`src/rtl/alu_pkg.sv`:
```
// Shared definitions for the ALU issue path.
//   - op encodings carried in instr[2:0]
//   - instruction bit positions
//   - issue controller FSM state type
package alu_pkg;

  localparam logic [2:0] OP_ADD   = 3'b000;
  localparam logic [2:0] OP_SUB   = 3'b001;
  localparam logic [2:0] OP_MUL   = 3'b011;
  localparam logic [2:0] OP_DIV   = 3'b111;
  localparam logic [2:0] OP_CMP_A = 3'b100;
  localparam logic [2:0] OP_CMP_B = 3'b101;
  localparam logic [2:0] OP_CMP_C = 3'b110;

  localparam int unsigned OP_LSB     = 0;
  localparam int unsigned FLOAT_BIT  = 3;
  localparam int unsigned SIGNED_BIT = 4;

  typedef enum logic [1:0] {
    IDLE   = 2'd0,
    SETTLE = 2'd1,
    RESP   = 2'd2
  } stateT;

endpackage

```
`src/rtl/alu_op_legal.sv`:
```
// Combinational legality check and settle-count select for an ALU
// instruction. isSigned does not affect legality, so only instr[3:0] is taken.
//   instr    in  4  instruction bits [3:0]: [2:0] op, [3] isFloat
//   illegal  out 1  op 3'b010, or float compare (ops 100/101/110)
//   cntLoad  out 4  settle cycles minus one for this op
module alu_op_legal
  import alu_pkg::*;
#(
  parameter int unsigned SETTLE_CYCLES     = 2,
  parameter int unsigned DIV_SETTLE_CYCLES = 4
) (
  input  logic [3:0] instr,
  output logic       illegal,
  output logic [3:0] cntLoad
);

  logic [2:0] op;
  logic       isFloat;

  assign op      = instr[OP_LSB +: 3];
  assign isFloat = instr[FLOAT_BIT];

  always_comb begin
    illegal = 1'b0;
    if (op == 3'b010) begin
      illegal = 1'b1;
    end else if (isFloat && (op == OP_CMP_A || op == OP_CMP_B || op == OP_CMP_C)) begin
      illegal = 1'b1;
    end
  end

  assign cntLoad = (op == OP_DIV) ? 4'(DIV_SETTLE_CYCLES - 1) : 4'(SETTLE_CYCLES - 1);

endmodule

```
`src/rtl/alu_issue_ctrl.sv`:
```
// Sequential initiator for the combinational 32-bit ALU. Accepts one request
// at a time, holds operands on the ALU inputs for a settle time, then returns
// the sampled result with its tag.
//   clk, rst_n                      clock, async active-low reset
//   req_valid/req_ready             request handshake
//   req_a, req_b, req_instr, req_tag request payload
//   alu_a, alu_b, alu_instr         registered ALU inputs
//   alu_s, alu_ze                   ALU result and zero-divide flag
//   rsp_valid/rsp_ready             response handshake
//   rsp_data, rsp_ze, rsp_illegal, rsp_tag  response payload
//   busy                            not IDLE
//   op_count                        completed responses (wraps)
module alu_issue_ctrl
  import alu_pkg::*;
#(
  parameter int unsigned SETTLE_CYCLES     = 2,
  parameter int unsigned DIV_SETTLE_CYCLES = 4,
  parameter int unsigned TAG_W             = 4
) (
  input  logic             clk,
  input  logic             rst_n,
  input  logic             req_valid,
  output logic             req_ready,
  input  logic [31:0]      req_a,
  input  logic [31:0]      req_b,
  input  logic [31:0]      req_instr,
  input  logic [TAG_W-1:0] req_tag,
  output logic [31:0]      alu_a,
  output logic [31:0]      alu_b,
  output logic [31:0]      alu_instr,
  input  logic [31:0]      alu_s,
  input  logic             alu_ze,
  output logic             rsp_valid,
  input  logic             rsp_ready,
  output logic [31:0]      rsp_data,
  output logic             rsp_ze,
  output logic             rsp_illegal,
  output logic [TAG_W-1:0] rsp_tag,
  output logic             busy,
  output logic [15:0]      op_count
);

  stateT      state;
  stateT      stateNext;
  logic [3:0] cnt;
  logic [4:0] aluInstrQ;
  logic       reqIllegal;
  logic [3:0] reqCntLoad;
  logic       unusedInstrHi;

  assign unusedInstrHi = ^req_instr[31:5];

  alu_op_legal #(
    .SETTLE_CYCLES    (SETTLE_CYCLES),
    .DIV_SETTLE_CYCLES(DIV_SETTLE_CYCLES)
  ) uOpLegal (
    .instr  (req_instr[3:0]),
    .illegal(reqIllegal),
    .cntLoad(reqCntLoad)
  );

  // Gated by rst_n so every output reads 0 while reset is held.
  assign req_ready = rst_n && (state == IDLE);
  assign busy      = (state != IDLE);
  assign alu_instr = {27'b0, aluInstrQ};

  always_ff @(posedge clk or negedge rst_n) begin
    if (!rst_n) begin
      state <= IDLE;
    end else begin
      state <= stateNext;
    end
  end

  always_comb begin
    stateNext = state;
    case (state)
      IDLE:    if (req_valid) stateNext = reqIllegal ? RESP : SETTLE;
      SETTLE:  if (cnt == '0) stateNext = RESP;
      RESP:    if (rsp_ready) stateNext = IDLE;
      default: stateNext = IDLE;
    endcase
  end

  always_ff @(posedge clk or negedge rst_n) begin
    if (!rst_n) begin
      cnt         <= '0;
      alu_a       <= '0;
      alu_b       <= '0;
      aluInstrQ   <= '0;
      rsp_valid   <= 1'b0;
      rsp_data    <= '0;
      rsp_ze      <= 1'b0;
      rsp_illegal <= 1'b0;
      rsp_tag     <= '0;
      op_count    <= '0;
    end else begin
      case (state)
        IDLE: begin
          if (req_valid) begin
            rsp_tag <= req_tag;
            if (reqIllegal) begin
              rsp_data    <= '0;
              rsp_ze      <= 1'b0;
              rsp_illegal <= 1'b1;
              rsp_valid   <= 1'b1;
            end else begin
              alu_a     <= req_a;
              alu_b     <= req_b;
              aluInstrQ <= req_instr[4:0];
              cnt       <= reqCntLoad;
            end
          end
        end
        SETTLE: begin
          if (cnt == '0) begin
            rsp_data    <= alu_s;
            rsp_ze      <= (aluInstrQ[OP_LSB +: 3] == OP_DIV) ? alu_ze : 1'b0;
            rsp_illegal <= 1'b0;
            rsp_valid   <= 1'b1;
          end else begin
            cnt <= cnt - 4'd1;
          end
        end
        RESP: begin
          if (rsp_ready) begin
            rsp_valid <= 1'b0;
            op_count  <= op_count + 16'd1;
          end
        end
        default: ;
      endcase
    end
  end

endmodule

```
`config.mk`:
```
export PLATFORM = sky130hd
export DESIGN_NAME = alu_issue_ctrl
export DESIGN_NICKNAME = d
export VERILOG_FILES = /design/src/rtl/alu_pkg.sv /design/src/rtl/alu_op_legal.sv /design/src/rtl/alu_issue_ctrl.sv
export SDC_FILE = /design/constraint.sdc
export NUM_CORES = 1
export LEC_CHECK = 0
export BUFFER_PORTS_ARGS = -buffer_cell sky130_fd_sc_hd__buf_2
export CORE_AREA = 5 5 125 127
export DETAILED_ROUTE_END_ITERATION = 16
export DIE_AREA = 0 0 130 132
export PLACE_DENSITY = 0.74
export SYNTH_ARGS = -nofsm -noshare
export SYNTH_HDL_FRONTEND = slang
export SYNTH_SLANG_ARGS = --single-unit
```
`constraint.sdc`:
```
create_clock -name clk -period 1.95 [get_ports clk]
set_clock_uncertainty 0.05 [all_clocks]
set_input_delay 0.0975 -clock clk [delete_from_list [all_inputs] [get_ports clk]]
set_output_delay 0.0975 -clock clk [all_outputs]
set_load 0.02 [all_outputs]
```
==> reports/metrics.yaml, run 1 <==
avgRoutedWirePerCell_um: 16.5
power_density_nw_per_um2: 1630
die-area_sq_um: 17200
gp_congestion: 0.803
slew_viol_final: 0
dr.pass1.iters: 4
syn2layout_area_growth_pct: 53.3
start_kind: "flop"
drv_cap: 0
start_util: 0.392
nets: 896
irDropWorstVdd_mv: 0.797
root_buffer: "clkbuf_16"
route.vias.total: 4629
diodes: 0
hpwl_um: 10100
setup_viol: 0
rsz0062_at_grt: "false"
endpoint_kind: "flop"
vias_per_cell: 4.86
yosysMostFrequentCell: "dfrtp_1"
drc_errors: 0
grt_pass1_wl_um: 25600
die_w_um: 130
tritoncts: "built"
die_y_um: 132
ff2ff_setup_slack_ps: 70
netlist_instances: 410
status: "complete, no violations"
leakagePower_nw: 4.33
coreArea_sq_um: 14300
ios: 290
yosys_warnings: 0
ant_nets: 0
min_period_over_period: 0.962
clockBufferDepth: 2
port_buffers: 235
synth-compound-area-share: 0.113
synth_cell_types: 36
grt-ovfl-total: 0
grt_pass1_vias: 5066
final_area_sq_um: 8590
synth_fa_ha_area_frac: 0.00670
synth-edff-count: 0
path_max_fanout: 18
ys_top_cells_by_count: "130 x dfrtp_1, 76 x mux2_2, 65 x a22o_1"
synth_top_family_by_area: "multiplexers"
grt_usage: 0.187
wl_um: 15700
drt-initial-drc-count: 212
cts_made_buffers: 17
hp-class: "in2reg"
clk_pin_slew_ps: 60
fin_setup_tns_ps: 0
synthMuxAreaShare: 0.153
antenna_found_initial: 0
clkLatencyLatePin_ps: 400
drive_above_1_share: 0.471
htree_num_levels: 4
synthTopCellsByArea: "dfrtp_1 58%, mux2_2 15%, a22o_1 10%"
clock_sink_count: 130
synth_xor_area_frac: 0.0266
synth-seq-area-share: 0.580
grt_start_max_net_pins: 68
synth_area_sq_um: 5610
async_flop_share: 1.00
ys_seq_elements: 130
hold_viol_final: 0
cp.required_ps: 2190
fmax_mhz: 533
synth-simple-area-share: 0.0498
fin_crit_ps: 1880
worstPathArrival_ps: 2110
synth_top_area_cell: "dfrtp_1"
synth.avg_cell_area_sq_um: 13.7
num_rows: 44
placed_cell_area_sq_um: 6920
fin_util: 0.600
synth_top_area_frac: 0.580
synth-main-ff-cell: "dfrtp_1"
critical_path_class: "reg2reg"
==> critical path: stages (launching register included) <==
cell     delay [ps]
dfrtp_1         370
inv_1           120
ha_1            160
or3b_4          420
buf_12          170
a22o_1          230
a22o_1          230
==> state kept, by name, summed over array words and instances, names as in the netlist <==
signal,cells
cnt,4
rsp_illegal,1
alu_a,32
rsp_data,32
rsp_tag,4
op_count,16
state,2
rsp_valid,1
rsp_ze,1
alu_b,32
aluInstrQ,5
==> cells in the final DEF, fill, tap and decap left out, types with 6 or more instances in the layout <==
cell	Yosys	routed
conb_1	1	27
buf_2	10	234
dlygate4sd3_1	0	105
xnor2_1	8	8
mux2_2	76	76
a22o_1	65	65
nand3_1	7	7
xor2_1	9	9
buf_12	0	6
inv_1	6	6
nand2_1	12	12
nor3_1	9	9
clkbuf_16	0	17
dfrtp_1	130	130
buf_4	27	6
==> per-stage QoR <==
step | setup slack [ps] | hold slack (ps) | power (mW) | cells
floorplan | 73.4 | -248 | 8.54 | 436
global placement | 74.2 | -95.9 | 10.3 | 816
detailed placement | 0.962 | -90.7 | 10.6 | 816
CTS | 64.0 | 17.4 | 14.1 | 953
global route | 7.26 | 28.4 | 14.8 | 953
finish | 74.1 | 28.0 | 14.0 | 953
==> power by group <==
group / switching, mW / leakage [nW] / internal (mW)
clock network: 1.18 / 0.297 / 2.08
registers: 0.814 / 1.61 / 3.92
logic: 3.37 / 2.42 / 2.68
total: 5.36 / 4.33 / 8.68
==> metal layers <==
layer / vias to the layer above / track usage / share of wire
met5: - / 0 / 0
met4: 0 / 0.0652 / 0.020
met3: 29 / 0.0596 / 0.074
met2: 201 / 0.325 / 0.53
met1: 2273 / 0.215 / 0.38
li1: 2126 / - / -
==> area by class of cell <==
class	count	area, sq um
clock buffer	20	457
fill	1096	5720
timing repair buffer	353	2410
inverter	6	22.5
tap	184	230
sequential	130	3250
multi-input combinational	248	2070
clock inverter	12	155
==> cells by family after synthesis <==
group	count (synthesis)
flip-flops	130
buffers and inverters	58
multiplexers	76
XOR/XNOR	17
adder cells (fa/ha/maj)	3
AND/OR/NAND/NOR	50
other	1
AO/OA/AOI/OAI	75
==> path summary, 6_finish.rpt <==
| kind | start | end | cells after the start |
|---|---|---|---|
| setup / recovery | cnt[0] | rsp_data[25] | 6 |
| hold / removal | alu_s[27] | rsp_data[27] | 3 |
| setup reg to reg | cnt[0] | rsp_data[25] | 6 |
| hold reg to reg | op_count[15] | op_count[15] | 1 |
| max in group asynchronous | rst_n | alu_a[20] | 3 |
| min in group asynchronous | rst_n | rsp_data[12] | 2 |
==> repair_timing <==
| item | CTS | global route |
|---|---|---|
| hold buffers | 105 | 0 |
| setup endpoints to repair | 5 | 2 |
| setup buffers | 0 | 0 |
| hold endpoints to repair | 234 | 0 |
| resized for setup | 1 | 2 |
No activity file was read; power rests on OpenSTA's default activity.
==> inputs of run 2 (changes only) <==
--- a/config.mk
+++ b/config.mk
@@ -7,2 +7,3 @@
 export LEC_CHECK = 0
+export ABC_AREA = 1
 export BUFFER_PORTS_ARGS = -buffer_cell sky130_fd_sc_hd__buf_2
@@ -12,2 +13,3 @@
 export PLACE_DENSITY = 0.74
+export SETUP_SLACK_MARGIN = 0.3
 export SYNTH_ARGS = -nofsm -noshare
--- a/constraint.sdc
+++ b/constraint.sdc
@@ -4,2 +4,2 @@
 set_output_delay 0.0975 -clock clk [all_outputs]
-set_load 0.02 [all_outputs]
+set_load 0.005 [all_outputs]
==> run 2 against run 1 <==
Against the previous run:
- clock power grew 6.7%
- utilization increased by 1.5 points
- critical path type unchanged
- synthesized cell count up 58%
- largest power group is now sequential cells
- clock-buffer cell count down 1
- final cell count is 26% higher
==> reports/metrics.yaml, run 2 <==
coreArea_sq_um: 14300  # unchanged
route.vias.total: 5316  # +15%
synth_top_family_by_area: "simple AND/OR/NAND/NOR gates"
wl_um: 17100  # +8.7%
setup_viol: 0  # unchanged
yosys_warnings: 0  # unchanged
worst_slack_ps: 328  # +253 ps
final_common_cell: "buf_2"
tritoncts: "built"
start_util: 0.393  # +0.00184
synth_area_sq_um: 5630  # +0.47%
hp-class: "in2reg"
r2r-end: "rsp_data[31]"
ios: 290  # unchanged
synthTopCellsByArea: "dfrtp_1 58%, nand2_1 15%, inv_1 6.4%"
hp-start: "alu_ze"
min_to: "rsp_ze"
htree_num_levels: 4  # unchanged
grt_usage: 0.193  # +0.00643
reg2regPathDepth: 8  # +2
layout_common_cells: "234 x buf_2, 226 x nand2_1, 129 x dfrtp_1"
ant_nets: 0  # unchanged
root_buffer: "clkbuf_16"
cts_made_buffers: 17  # unchanged
num_rows: 44  # unchanged
switchingPower_mw: 4.13  # -23%
clk_pin_slew_ps: 60  # about the same
synth.avg_cell_area_sq_um: 8.72  # -36%
synth_fa_ha_area_frac: 0.00667  # -0.0000312
seq_power_share: 0.374  # +0.037
synth-edff-count: 0  # unchanged
irDropWorstVdd_mv: 0.624  # -22%
combPwrFrac: 0.338  # -0.093
internal_power_mw: 7.98  # -8.1%
syn2layout_area_growth_pct: 56.5
leakagePower_nw: 5.01  # +16%
place_ws_ps: 234  # +233 ps
clkLatencyLatePin_ps: 410  # about the same
worstPathArrival_ps: 1870  # -240 ps
ys_seq_elements: 130  # unchanged
synth_cell_types: 27  # -25%
final_area_sq_um: 8810  # +2.5%
rr_startpoint: "state[1]"
start_kind: "flop"
top_regs: "alu_a (32), alu_b (32), rsp_data (32)"
synth_xor_area_frac: 0.0202  # -0.00634
grt_pass1_wl_um: 26300  # +2.8%
grt-ovfl-total: 0  # unchanged
fin_crit_ps: 1620  # -253 ps
ff2ff_setup_slack_ps: 330  # +250 ps
grt_start_max_net_pins: 67  # -1.5%
holdPathStages: 5  # +2
ys_top_cells_by_count: "227 x nand2_1, 130 x dfrtp_1, 96 x inv_1"
die_w_um: 130  # unchanged
synth_top_area_cell: "dfrtp_1"
min_period_over_period: 0.832  # -0.130
fin_setup_tns_ps: 0  # unchanged
die_y_um: 132  # unchanged
synth-main-ff-cell: "dfrtp_1"
hold_viol_final: 0  # unchanged
hpwl_um: 10600  # +4.6%
drt-initial-drc-count: 267  # +26%
synth-compound-area-share: 0.0715  # -0.0419
status: "complete, no violations"
fmax_mhz: 616  # +16%
clockBufferDepth: 2  # unchanged
grt_pass1_vias: 5301  # +4.6%
gp_congestion: 0.790  # -1.7%
netlist_instances: 646  # +58%
power.share.switching: 0.341  # -0.0408
die-area_sq_um: 17200  # unchanged
power_density_nw_per_um2: 1370  # -16%
synth-seq-area-share: 0.578  # -0.00271
placed_cell_area_sq_um: 6920  # about the same
drc_errors: 0  # unchanged
synth_top_area_frac: 0.578  # -0.00271
slew_viol_final: 0  # unchanged
rsz0062_at_grt: "true"
endpoint_kind: "flop"
cp.required_ps: 2200  # about the same
fillCellCount: 1125  # +2.6%
drv_cap: 0  # unchanged
clock_sink_count: 130  # unchanged
drive_above_1_share: 0.301  # -0.169
path_max_fanout: 18  # unchanged
synth-simple-area-share: 0.192  # +0.142
port_buffers: 235  # unchanged
async_flop_share: 1.00  # unchanged
clockPowerShare: 0.288  # +0.056
dr.pass1.iters: 4  # unchanged
yosysMostFrequentCell: "nand2_1"
antenna_found_initial: 2  # +2
nets: 1142  # +27%
synthMuxAreaShare: 0.00800  # -0.145
critical_path_class: "reg2reg"
vias_per_cell: 4.43  # -8.8%
avgRoutedWirePerCell_um: 14.2  # -14%
run 2: layout make-up:
cell class              instances  area, sq um  share of cell area
diodes                          1         2.50            0.000284
clock buffers                  19          443              0.0503
clock inverters                13          208              0.0236
inverters                      99          372              0.0422
multi-input cells             399         1880               0.214
flip-flops and latches        130         3250               0.369
well taps                     184          230              0.0261
repair buffers                355         2420               0.275
run 2: cell families (layout without fill, tap and decap cells):
group,after synthesis,in the layout
AND/OR/NAND/NOR,272,276
other,1,28
multiplexers,4,4
AO/OA/AOI/OAI,76,76
adder cells (fa/ha/maj),3,3
buffers and inverters,147,486
flip-flops,130,130
XOR/XNOR,13,13
run 2: what timing repair did:
action                     CTS  global route
gates resized for setup      1            12
hold endpoints to repair   237             0
setup endpoints to repair   34            83
pin swaps                    0             6
hold buffers               108             0
gates cloned                 1             3
buffers inserted             0             5
run 2: worst max-delay path by stage:
stage	endpoint	start
floorplan	rsp_data[18]	cnt[0]
global placement	rsp_data[9]	cnt[0]
detailed placement	rsp_data[26]	cnt[0]
CTS	rsp_data[26]	cnt[0]
global route	rsp_data[5]	state[1]
finish	rsp_data[31]	state[1]
run 2: metal layers:
layer / global-route usage / wire (um) / vias to the layer above
met2: 0.324 / 8350 / 244
met4: 0.0722 / 409 / 2
met5: 0 / 20 / -
met1: 0.228 / 6710 / 2417
li1: - / - / 2615
met3: 0.0656 / 1580 / 38
run 2: power by group through the flow:
stage	Clock (mW)	Combinational, mW	Sequential, mW
3_5_place_dp	0	3.50	4.46
6_report	3.48	4.10	4.53
2_1_floorplan	0	1.77	4.60
5_1_grt	3.68	4.57	4.66
4_1_cts	3.55	3.75	4.46
3_3_place_gp	0	3.38	4.44
run 2: critical path: stages (launching register included):
cell and delay (ps):
dfrtp_2 420, inv_2 150, nand2_4 140, a21oi_4 50
nor2_4 290, nand3_4 110, buf_12 170, nand2_1 70
nand2_1 50
run 2: stage by stage:
step	instances	hold WS, ps	utilization	total power [mW]
6_report	1200	54.1	0.616	12.1
4_1_cts	1191	33.7	0.606	11.8
5_1_grt	1200	67.2	0.616	12.9
3_3_place_gp	1050	-30.5	0.484	7.82
2_1_floorplan	672	-248	-	6.37
3_5_place_dp	1050	-33.5	0.484	7.96
